<file path="config.mk">
export PLATFORM = sky130hd
export DESIGN_NAME = uc_control
export DESIGN_NICKNAME = d
export VERILOG_FILES = /design/src/rtl/uc_control.sv
export SDC_FILE = /design/constraint.sdc
export NUM_CORES = 1
export LEC_CHECK = 0
export CORE_AREA = 2 2 39 41
export CTS_BUF_LIST = sky130_fd_sc_hd__clkbuf_2 sky130_fd_sc_hd__clkbuf_4 sky130_fd_sc_hd__clkbuf_8
export DETAILED_ROUTE_END_ITERATION = 16
export DIE_AREA = 0 0 41 43
export PLACE_DENSITY = 0.91
export SYNTH_ARGS = -nofsm -noshare
export SYNTH_HDL_FRONTEND = slang
export SYNTH_SLANG_ARGS = --single-unit
</file>
<file path="constraint.sdc">
create_clock -name clk -period 2.45 [get_ports clk]
set_input_delay 0.3675 -clock clk [delete_from_list [all_inputs] [get_ports clk]]
set_output_delay 0.3675 -clock clk [all_outputs]
set_load 0.01 [all_outputs]
</file>
<file path="src/rtl/uc_control.sv">
// Main-decoder control unit: maps the decode-stage opcode to registered datapath
// control signals with one cycle of latency; reset loads the NOP (addi x0,x0,0) vector.
module uc_control (
    input  logic       clk,
    input  logic       rst,
    input  logic [6:0] opcode_d,
    output logic       regwrite_d,
    output logic [3:0] aluop_d,
    output logic       luisrc_d,
    output logic       alusrc_d,
    output logic       memwrite_d,
    output logic       memread_d,
    output logic [1:0] memtoreg_d,
    output logic       jumppc_d,
    output logic       jumpcontrol_d,
    output logic       bne_d
);

    typedef enum logic [6:0] {
        OP_BUBBLE = 7'b0000000,
        OP_LOAD   = 7'b0000011,
        OP_ALUI   = 7'b0010011,
        OP_STORE  = 7'b0100011,
        OP_ALUR   = 7'b0110011,
        OP_LUI    = 7'b0110111,
        OP_BRANCH = 7'b1100011,
        OP_JALR   = 7'b1100111,
        OP_JAL    = 7'b1101111
    } opcode_t;

    typedef struct packed {
        logic       regwrite;
        logic [3:0] aluop;
        logic       luisrc;
        logic       alusrc;
        logic       memwrite;
        logic       memread;
        logic [1:0] memtoreg;
        logic       jumppc;
        logic       jumpcontrol;
        logic       bne;
    } ctrl_t;

    localparam ctrl_t CTRL_NOP = '{
        regwrite: 1'b1, aluop: 4'b0111, luisrc: 1'b1, alusrc: 1'b1,
        memwrite: 1'b0, memread: 1'b0, memtoreg: 2'b00,
        jumppc: 1'b0, jumpcontrol: 1'b0, bne: 1'b0
    };

    ctrl_t ctrl_next;
    ctrl_t ctrl_q;

    always_comb begin
        // Unlisted opcodes fall through to the all-zero vector with no side effects.
        ctrl_next = '0;
        case (opcode_d)
            OP_ALUR: begin
                ctrl_next.regwrite = 1'b1;
                ctrl_next.aluop    = 4'b0110;
                ctrl_next.luisrc   = 1'b1;
            end
            OP_ALUI, OP_BUBBLE: begin
                ctrl_next = CTRL_NOP;
            end
            OP_LOAD: begin
                ctrl_next.regwrite = 1'b1;
                ctrl_next.luisrc   = 1'b1;
                ctrl_next.alusrc   = 1'b1;
                ctrl_next.memread  = 1'b1;
                ctrl_next.memtoreg = 2'b01;
            end
            OP_STORE: begin
                ctrl_next.luisrc   = 1'b1;
                ctrl_next.alusrc   = 1'b1;
                ctrl_next.memwrite = 1'b1;
            end
            OP_BRANCH: begin
                ctrl_next.aluop  = 4'b0001;
                ctrl_next.luisrc = 1'b1;
                ctrl_next.bne    = 1'b1;
            end
            OP_LUI: begin
                ctrl_next.regwrite = 1'b1;
                ctrl_next.aluop    = 4'b0010;
                ctrl_next.alusrc   = 1'b1;
            end
            OP_JAL, OP_JALR: begin
                ctrl_next.regwrite    = 1'b1;
                ctrl_next.luisrc      = 1'b1;
                ctrl_next.alusrc      = 1'b1;
                ctrl_next.memtoreg    = 2'b10;
                ctrl_next.jumppc      = 1'b1;
                ctrl_next.jumpcontrol = (opcode_d == OP_JALR);
            end
            default: ctrl_next = '0;
        endcase
    end

    always_ff @(posedge clk) begin
        if (rst) begin
            ctrl_q <= CTRL_NOP;
        end else begin
            ctrl_q <= ctrl_next;
        end
    end

    assign regwrite_d    = ctrl_q.regwrite;
    assign aluop_d       = ctrl_q.aluop;
    assign luisrc_d      = ctrl_q.luisrc;
    assign alusrc_d      = ctrl_q.alusrc;
    assign memwrite_d    = ctrl_q.memwrite;
    assign memread_d     = ctrl_q.memread;
    assign memtoreg_d    = ctrl_q.memtoreg;
    assign jumppc_d      = ctrl_q.jumppc;
    assign jumpcontrol_d = ctrl_q.jumpcontrol;
    assign bne_d         = ctrl_q.bne;

endmodule

</file>
==> qor.txt <==
outcome - completed
die span in y - 43 um
number of buffers added on ports - 21
Hold-fix buffers, CTS - 0
Setup Buffers After CTS - 0
die width - 41 um
footprint of the multi-input gates - 275 sq um
Yosys warnings - 0
Iter 0 DRT Violations - 14
Reg clk slew, reported paths - 0.06 ns
Vias/cell - 5.11
initial antenna violation count - 0
ratio of cells with drive above 1 in the final layout - 0.208
Crit Path Max Fanout - 12
Ports - 23
GP Congestion - 0.752
CP arrival - 1.72 ns
antenna cells - 0
nets - 83
sequential area share after synthesis - 0.430
DRC viols - 0
Final min period - 1.53 ns
Syn Nets - 62
Hold WC Path Type - primary input to register
cell taking the most area after synthesis - dfxtp_1
final core occ - 0.561
WL per Instance - 12.1 um
Setup crit end kind - register
Initial Util - 0.404
fin. max-slew vios - 0
Final Cell Area - 776 sq um
vias - 450
CTS H-tree depth - 1
Total GRT Usage - 0.140
FILL cells - 118
post-route ant nets - 0
worst path cell trace - clkdlybuf4s50_1 > nor4_2 > o21ai_2 > o211ai_1
placed cell count - 85
Peak VDD IR - 185 uV
hold slack - 0.802 ns
die area - 1760 sq um
largest net degree at the start of global routing - 13
Max-Cap Viols - 0
Synth top area share - 0.430
synthesized area - 559 sq um
placed cell area - 753 sq um
mean area per synthesized cell - 10.6 sq um
final worst path period share - 0.626
final hold violations - 0
FF+latch count, synth - 12
number of global-route vias before repair - 365
cell row count - 14
first drt pass iteration count - 4
global route overflow - 0
CTS tree - built
pre-CTS setup slack - 0.641 ns
RSZ-0062 raised after global routing - no
sum of negative setup slack - 0 ns
Finish-stage setup viols - 0
CTS buffer count - 3
crit path kind - primary input to register
Reg area - 240 sq um
leak pwr - 0.285 nW
post-detail-place hpwl - 831 um
synth top area cells - dfxtp_1, nor3b_2, nor4_2
post_cts resized - 0
Syn-to-layout area delta - 38.7%
Unique masters post-synth - 27
crit path max-delay cell type - clkdlybuf4s50_1
Root Buffer - clkbuf_4
highest clock rate - 652 MHz
Power Dens Cells - 494 nW/um^2
Routed Wire Length - 1060 um
delay of the slowest critical-path stage - 0.62 ns
Core Footprint - 1380 sq um
Startpoint Class - primary input
Mapped Cells - 53
CTS Sinks - 12
Pwr Total - 0.384 mW
first-pass GRT wire length - 1660 um
Final Non-Filler Cells - 88
CP required - 2.63 ns
fin worst setup slack - 0.915 ns
CTS Buffer Depth - 2
==> critical path, delay by kind of cell <==
family | cells | cell delay [ns]
buf+inv | 1 | 0.62
simple gates | 1 | 0.44
compound gates | 2 | 0.29
==> path summary, 6_finish.rpt <==
kind | startpoint | cells past startpoint | slack [ns] | to
max | opcode_d[2] | 4 | 0.92 | luisrc_d$_SDFF_PP1_
min | opcode_d[5] | 3 | 0.80 | memwrite_d$_SDFF_PP0_
==> cells in the mapped netlist <==
| master | n |
|---|---|
| o41a_1 | 1 |
| o21ai_0 | 1 |
| o21ai_1 | 1 |
| o311ai_2 | 1 |
| o211ai_1 | 3 |
| nand3b_4 | 1 |
| and3_1 | 1 |
| conb_1 | 1 |
| nand2_1 | 4 |
| buf_6 | 1 |
| buf_2 | 1 |
| o21ai_2 | 1 |
| inv_1 | 2 |
| nor3_1 | 3 |
| nor4_1 | 1 |
| dfxtp_1 | 12 |
| nand2_4 | 1 |
| a21oi_1 | 2 |
| nor2_1 | 2 |
| buf_4 | 2 |
| nor3b_2 | 3 |
| and3_4 | 1 |
| clkbuf_2 | 1 |
| and2b_4 | 1 |
| nor4_2 | 2 |
| a31oi_1 | 2 |
| nor4b_2 | 1 |
==> layer usage <==
| metal | share of wire | vias to the layer above | GRT usage |
|---|---|---|---|
| li1 | - | 229 | - |
| met2 | 0.49 | 22 | 0.194 |
| met5 | 0 | - | 0 |
| met4 | 0.016 | 0 | 0.100 |
| met3 | 0.070 | 2 | 0.0314 |
| met1 | 0.43 | 197 | 0.180 |
==> cells by family after synthesis <==
kind of cell | after synthesis | synth area share
compound gates | 12 | 0.163
buf+inv | 7 | 0.0783
flops | 12 | 0.430
other cells | 1 | 0.00670
simple gates | 21 | 0.322
==> where the power goes <==
part           leakage (nW)  internal, mW  switching [mW]  total, mW
clock network        0.0138        0.0567          0.0563      0.113
registers            0.0990         0.202         0.00147      0.203
logic                 0.172        0.0345          0.0329     0.0674
==> cell type report <==
class / count / share of cell area
clock buffers: 3 / 0.0290
inverters: 2 / 0.00968
well taps: 16 / 0.0258
repair buffers: 21 / 0.271
flip-flops and latches: 12 / 0.310
multi-input cells: 34 / 0.355
==> flip-flops by register name (all words and copies together), names as in the netlist <==
signal,flops
aluop_d,3
alusrc_d,1
bne_d,1
jumpcontrol_d,1
jumppc_d,1
luisrc_d,1
memread_d,1
memtoreg_d,1
memwrite_d,1
regwrite_d,1
==> placed cells by master, fill, tap and decap left out, drive strengths merged <==
master / count
clkdlybuf4s50: 21
inv: 2
nor3b: 3
nor2: 2
nor3: 3
dfxtp: 12
o41a: 1
nand2: 5
conb: 1
nor4b: 1
and2b: 1
o21ai: 3
o211ai: 3
nor4: 3
clkbuf: 3
nand3b: 1
o311ai: 1
a21oi: 2
and3: 2
a31oi: 2
Note: power is estimated with default switching activity, not from simulation.
